### config.mk
export PLATFORM = sky130hd
export DESIGN_NAME = nascom_vram_arbiter
export DESIGN_NICKNAME = d
export VERILOG_FILES = /design/src/rtl/nascom_pkg.sv /design/src/rtl/nascom_timer.sv /design/src/rtl/nascom_vram_arbiter.sv
export SDC_FILE = /design/constraint.sdc
export NUM_CORES = 1
export LEC_CHECK = 0
export ABC_AREA = 1
export BUFFER_PORTS_ARGS = -buffer_cell sky130_fd_sc_hd__buf_2
export CAP_MARGIN = 20
export CORE_UTILIZATION = 40
export CTS_CLUSTER_SIZE = 8
export DETAILED_ROUTE_END_ITERATION = 8
export PLACE_DENSITY = 0.66
export SYNTH_ARGS = -nofsm -noshare
export SYNTH_HDL_FRONTEND = slang
export SYNTH_SLANG_ARGS = --single-unit
### constraint.sdc
create_clock -name clk -period 2 [get_ports clk]
set_input_delay 0.1 -clock clk [delete_from_list [all_inputs] [get_ports clk]]
set_output_delay 0.1 -clock clk [all_outputs]
set_load 0.005 [all_outputs]
### src/rtl/nascom_pkg.sv
// Shared types and widths for the NASCOM video RAM arbiter.
package nascom_pkg;

   localparam int unsigned ADDR_W = 10;
   localparam int unsigned DATA_W = 8;

   typedef enum logic [2:0] {
      IDLE,
      VRD,
      CRD,
      CWS,
      CWP,
      CWH
   } state_e;

endpackage

### src/rtl/nascom_timer.sv
// Loadable down-counter with a registered zero flag; times read and write-pulse phases.
module nascom_timer #(
   parameter int unsigned W = 2
) (
   input  logic         clk,
   input  logic         reset_n,
   input  logic         load_i,
   input  logic [W-1:0] load_val_i,
   input  logic         dec_i,
   output logic         zero_o
);

   logic [W-1:0] cnt_q, cnt_d;
   logic         zero_q;

   always_comb begin
      cnt_d = cnt_q;
      if (load_i) begin
         cnt_d = load_val_i;
      end else if (dec_i && (cnt_q != '0)) begin
         cnt_d = cnt_q - W'(1);
      end
   end

   always_ff @(posedge clk or negedge reset_n) begin
      if (!reset_n) begin
         cnt_q  <= '0;
         zero_q <= 1'b1;
      end else begin
         cnt_q  <= cnt_d;
         zero_q <= (cnt_d == '0);
      end
   end

   assign zero_o = zero_q;

endmodule

### src/rtl/nascom_vram_arbiter.sv
// Shares the MK4118 video SRAM between the CPU port and the fixed-priority video fetch port,
// sequencing chip enable, output enable, write enable and data drive.
module nascom_vram_arbiter
   import nascom_pkg::*;
#(
   parameter int unsigned RD_CYCLES  = 2,
   parameter int unsigned WR_PULSE   = 1,
   parameter int unsigned LATE_LIMIT = 4
) (
   input  logic              clk,
   input  logic              reset_n,
   input  logic              cpu_req,
   input  logic              cpu_we,
   input  logic [ADDR_W-1:0] cpu_addr,
   input  logic [DATA_W-1:0] cpu_wdata,
   output logic              cpu_ack,
   output logic [DATA_W-1:0] cpu_rdata,
   input  logic              vid_req,
   input  logic [ADDR_W-1:0] vid_addr,
   output logic              vid_ack,
   output logic [DATA_W-1:0] vid_rdata,
   output logic              vid_late,
   output logic [ADDR_W-1:0] ram_a,
   output logic              ram_ce_n,
   output logic              ram_oe_n,
   output logic              ram_we_n,
   output logic [DATA_W-1:0] ram_d_out,
   output logic              ram_d_oe,
   input  logic [DATA_W-1:0] ram_d_in
);

   localparam int unsigned TMR_MAX = (RD_CYCLES > WR_PULSE) ? RD_CYCLES : WR_PULSE;
   localparam int unsigned TMR_W   = $clog2(TMR_MAX + 1);
   localparam int unsigned LW      = $clog2(LATE_LIMIT + 2);

   state_e             state_q, state_d;
   logic               tmr_load, tmr_dec, tmr_zero;
   logic [TMR_W-1:0]   tmr_val;
   logic [LW-1:0]      wait_q, wait_d;
   logic               vid_late_q, vid_late_d;
   logic               vid_grant;

   logic               ce_n_q, ce_n_d, oe_n_q, oe_n_d, we_n_q, we_n_d, d_oe_q, d_oe_d;
   logic [ADDR_W-1:0]  ram_a_q, ram_a_d;
   logic [DATA_W-1:0]  ram_d_out_q, ram_d_out_d;
   logic               cpu_ack_q, cpu_ack_d, vid_ack_q, vid_ack_d;
   logic [DATA_W-1:0]  cpu_rdata_q, cpu_rdata_d, vid_rdata_q, vid_rdata_d;

   nascom_timer #(.W(TMR_W)) u_timer (
      .clk        (clk),
      .reset_n    (reset_n),
      .load_i     (tmr_load),
      .load_val_i (tmr_val),
      .dec_i      (tmr_dec),
      .zero_o     (tmr_zero)
   );

   always_ff @(posedge clk or negedge reset_n) begin
      if (!reset_n) begin
         state_q <= IDLE;
      end else begin
         state_q <= state_d;
      end
   end

   // Grants are masked during an ack cycle: that clock is the bus turnaround and the
   // acked requester still shows its old request.
   always_comb begin
      state_d  = state_q;
      tmr_load = 1'b0;
      tmr_dec  = 1'b0;
      tmr_val  = TMR_W'(RD_CYCLES - 1);
      case (state_q)
         IDLE: begin
            if (!(cpu_ack_q || vid_ack_q)) begin
               if (vid_req) begin
                  state_d  = VRD;
                  tmr_load = 1'b1;
               end else if (cpu_req) begin
                  state_d  = cpu_we ? CWS : CRD;
                  tmr_load = !cpu_we;
               end
            end
         end
         VRD, CRD: begin
            if (tmr_zero) state_d = IDLE;
            else          tmr_dec = 1'b1;
         end
         CWS: begin
            state_d  = CWP;
            tmr_load = 1'b1;
            tmr_val  = TMR_W'(WR_PULSE - 1);
         end
         CWP: begin
            if (tmr_zero) state_d = CWH;
            else          tmr_dec = 1'b1;
         end
         CWH:     state_d = IDLE;
         default: state_d = IDLE;
      endcase
   end

   // Pin and handshake values for the coming clock, decoded from the next state.
   always_comb begin
      ce_n_d      = 1'b1;
      oe_n_d      = 1'b1;
      we_n_d      = 1'b1;
      d_oe_d      = 1'b0;
      ram_a_d     = ram_a_q;
      ram_d_out_d = ram_d_out_q;
      cpu_ack_d   = 1'b0;
      vid_ack_d   = 1'b0;
      cpu_rdata_d = cpu_rdata_q;
      vid_rdata_d = vid_rdata_q;
      case (state_d)
         VRD, CRD: begin
            ce_n_d = 1'b0;
            oe_n_d = 1'b0;
         end
         CWS, CWH: begin
            ce_n_d = 1'b0;
            d_oe_d = 1'b1;
         end
         CWP: begin
            ce_n_d = 1'b0;
            we_n_d = 1'b0;
            d_oe_d = 1'b1;
         end
         default: ;
      endcase
      if (state_q == IDLE) begin
         if (state_d == VRD)       ram_a_d = vid_addr;
         else if (state_d != IDLE) ram_a_d = cpu_addr;
         if (state_d == CWS)       ram_d_out_d = cpu_wdata;
      end
      if ((state_q == VRD) && (state_d == IDLE)) begin
         vid_ack_d   = 1'b1;
         vid_rdata_d = ram_d_in;
      end
      if ((state_q == CRD) && (state_d == IDLE)) begin
         cpu_ack_d   = 1'b1;
         cpu_rdata_d = ram_d_in;
      end
      if (state_d == CWH) cpu_ack_d = 1'b1;
   end

   // Video wait counter: counts clocks a fresh video request sits ungranted.
   always_comb begin
      vid_grant = (state_q == IDLE) && (state_d == VRD);
      wait_d    = wait_q;
      if (vid_grant) begin
         wait_d = '0;
      end else if (vid_req && !vid_ack_q && (state_q != VRD) && (wait_q <= LW'(LATE_LIMIT))) begin
         wait_d = wait_q + LW'(1);
      end
      vid_late_d = vid_late_q || (wait_d > LW'(LATE_LIMIT));
   end

   always_ff @(posedge clk or negedge reset_n) begin
      if (!reset_n) begin
         ce_n_q      <= 1'b1;
         oe_n_q      <= 1'b1;
         we_n_q      <= 1'b1;
         d_oe_q      <= 1'b0;
         ram_a_q     <= '0;
         ram_d_out_q <= '0;
         cpu_ack_q   <= 1'b0;
         vid_ack_q   <= 1'b0;
         cpu_rdata_q <= '0;
         vid_rdata_q <= '0;
         wait_q      <= '0;
         vid_late_q  <= 1'b0;
      end else begin
         ce_n_q      <= ce_n_d;
         oe_n_q      <= oe_n_d;
         we_n_q      <= we_n_d;
         d_oe_q      <= d_oe_d;
         ram_a_q     <= ram_a_d;
         ram_d_out_q <= ram_d_out_d;
         cpu_ack_q   <= cpu_ack_d;
         vid_ack_q   <= vid_ack_d;
         cpu_rdata_q <= cpu_rdata_d;
         vid_rdata_q <= vid_rdata_d;
         wait_q      <= wait_d;
         vid_late_q  <= vid_late_d;
      end
   end

   assign ram_ce_n  = ce_n_q;
   assign ram_oe_n  = oe_n_q;
   assign ram_we_n  = we_n_q;
   assign ram_d_oe  = d_oe_q;
   assign ram_a     = ram_a_q;
   assign ram_d_out = ram_d_out_q;
   assign cpu_ack   = cpu_ack_q;
   assign vid_ack   = vid_ack_q;
   assign cpu_rdata = cpu_rdata_q;
   assign vid_rdata = vid_rdata_q;
   assign vid_late  = vid_late_q;

endmodule

==> flow_summary.ini <==
[outcome]
status = finished, final reports clean

[route]
dr.first_iter.drc_count = 111
vias = 2049
post-route-drc-count = 0
drt-total-wl_mm = 5.10
viasPerCell = 4.57
drtAntennaViolNets = 0
drtPass1Iterations = 4
avgRoutedWirePerCell_um = 11.4

[power]
leakagePower_nw = 1.79
max-vdd-ir-drop_v = 0.000720
power_density_nw_per_um2 = 1700

[clock_tree]
clockBufferDepth = 2
post_cts_buffers = 0
clk_latency_ns = 0.31
post_cts_resized = 0
h-tree-depth = 2
numCtsBuffers = 5
clock-sinks = 50
clk_pin_slew_ns = 0.09
clockRootBuffer = clkbuf_8
cts_tree = built
cts_hold_buf = 1

[sta]
tns_ns = 0
slew_headroom = 0.578
rsz0062_at_grt = false
fin_crit_sh = 0.888
clock.fmax_mhz = 563
finalHoldWorstSlack_ns = 0.0191
worstMarginPinSlew_ns = 0.632
slew_violations = 0
finalSetupViolCount = 0
worst_clock_skew_ns = 0.00751
finalHoldViolCount = 0
period_minus_slack_ns = 1.78

[cells_and_area]
antenna_cells = 0
fin_nets = 416
utilization = 0.511
final_cell_mix = nand2_1, buf_2, inv_1
layout_commonest_cell = nand2_1
drive_gt1_frac = 0.349
area_growth_syn_to_layout_pct = 22.6

[floorplan]
placementRows = 28
die_w_um = 80.6
die-area_sq_um = 6490
pin_count = 82
core_sq_um = 5920
start_util = 0.417
die_y_um = 80.6

[logic_synthesis]
syn_area_sq_um = 2470
syn_inst = 289
syn_nets = 333
yosysUniqueCellTypes = 26
ys_ff_latch = 50
syn-mean-instance-area_sq_um = 8.54
yosysWarnings = 0
ys_seq_area_frac = 0.509

[global_routing]
grt_overflow_total = 0
grt_max_degree = 51
grt_pass1_wl_mm = 8.34
grtUsageTotal = 0.165
antenna_found_initial = 0
grt_pass1_vias = 1894

[worst_setup_path]
rr_worst_depth = 9
critical_path_required_ns = 2.25
arrival_ns = 2.02
worstSetupEndpointType = register
path_class = reg -> reg
start_kind = register
crit_fanout = 12

[hold_path]
min_path_cells = 3
hp-class = in -> reg

[flow_run]
maxCapViolCount = 0

[placed_design]
dp_hpwl_mm = 3.76
port_buffers = 81
gp_congestion = 0.871
[power by group]
part | internal, W | switching, W | total [W]
Combinational | 0.00103 | 0.00170 | 0.00273
Sequential | 0.00151 | 0.000254 | 0.00177
Clock | 0.000285 | 0.000354 | 0.000640
[worst paths after layout]
| path | from | end | slack (ns) |
|---|---|---|---|
| worst max-delay path | state_q[0] | ram_a[3] | 0.22 |
| worst min-delay path | cpu_wdata[4] | ram_d_out[4] | 0.02 |
| worst max register to register | state_q[0] | ram_a[3] | 0.22 |
| worst min register to register | vid_late | vid_late | 0.47 |
| max in group asynchronous | reset_n | ram_a[9] | 1.14 |
| min in group asynchronous | reset_n | ram_a[2] | 0.42 |
[logic make-up after synthesis]
kind of cell | share of synthesized area
simple gates | 0.268
xor+xnor | 0.0106
flops | 0.509
compound gates | 0.0796
fa+ha+maj | 0.0152
buf+inv | 0.118
[synthesized netlist by cell type, drive strengths merged]
cell type,n,area (sq um)
nand4,11,68.8
xnor2,1,8.76
inv,56,210
a21oi,3,15.0
nand3,25,135
xor2,2,17.5
buf,10,81.3
nand2,93,379
dfstp,4,105
nor3,1,10.0
o21ai,22,174
o211ai,1,7.51
ha,3,37.5
dfrtp,46,1150
nor2,11,67.6
[registers in the layout, indices dropped and copies added, names as in the netlist]
name	count
cpu_ack	1
cpu_rdata	8
ram_a	10
ram_ce_n	1
ram_d_oe	1
ram_d_out	8
ram_oe_n	1
ram_we_n	1
state_q	3
u_timer.cnt_q	2
u_timer.zero_o	1
vid_ack	1
vid_late	1
vid_rdata	8
wait_q	3
[critical path, stage by stage (launching register included)]
cell and delay [ns]:
dfrtp_1 0.49, nand2_1 0.12, nor2_1 0.06, inv_1 0.07, nand2_1 0.12, inv_1 0.32
nand3_2 0.28, nand2_1 0.12, nand3_1 0.08, nand2_1 0.07
[per-stage QoR]
step	setup WS, ns	instance area [sq um]	power, W	std cells
final	0.224	3030	0.00514	448
after global routing	0.0393	3030	0.00567	448
after CTS	0.225	3030	0.00521	448
after detailed placement	0.251	2920	0.00456	439
after global placement	0.299	2920	0.00448	439
after floorplan	0.483	2470	0.00386	289
[metal layers]
layer	track usage	up-vias	wire, um
met5	0	-	0
met4	0.0375	0	41
met3	0.0443	4	221
met2	0.279	43	2500
met1	0.209	948	2340
li1	-	1054	-
[area by class of cell]
cell class	count	area, sq um
flip-flops and latches	50	1260
clock buffers	6	82.6
clock inverters	2	16.3
multi-input cells	173	921
well taps	75	93.8
repair buffers	86	445
inverters	56	210
fillers	588	2900
(Power assumes the default switching activity.)
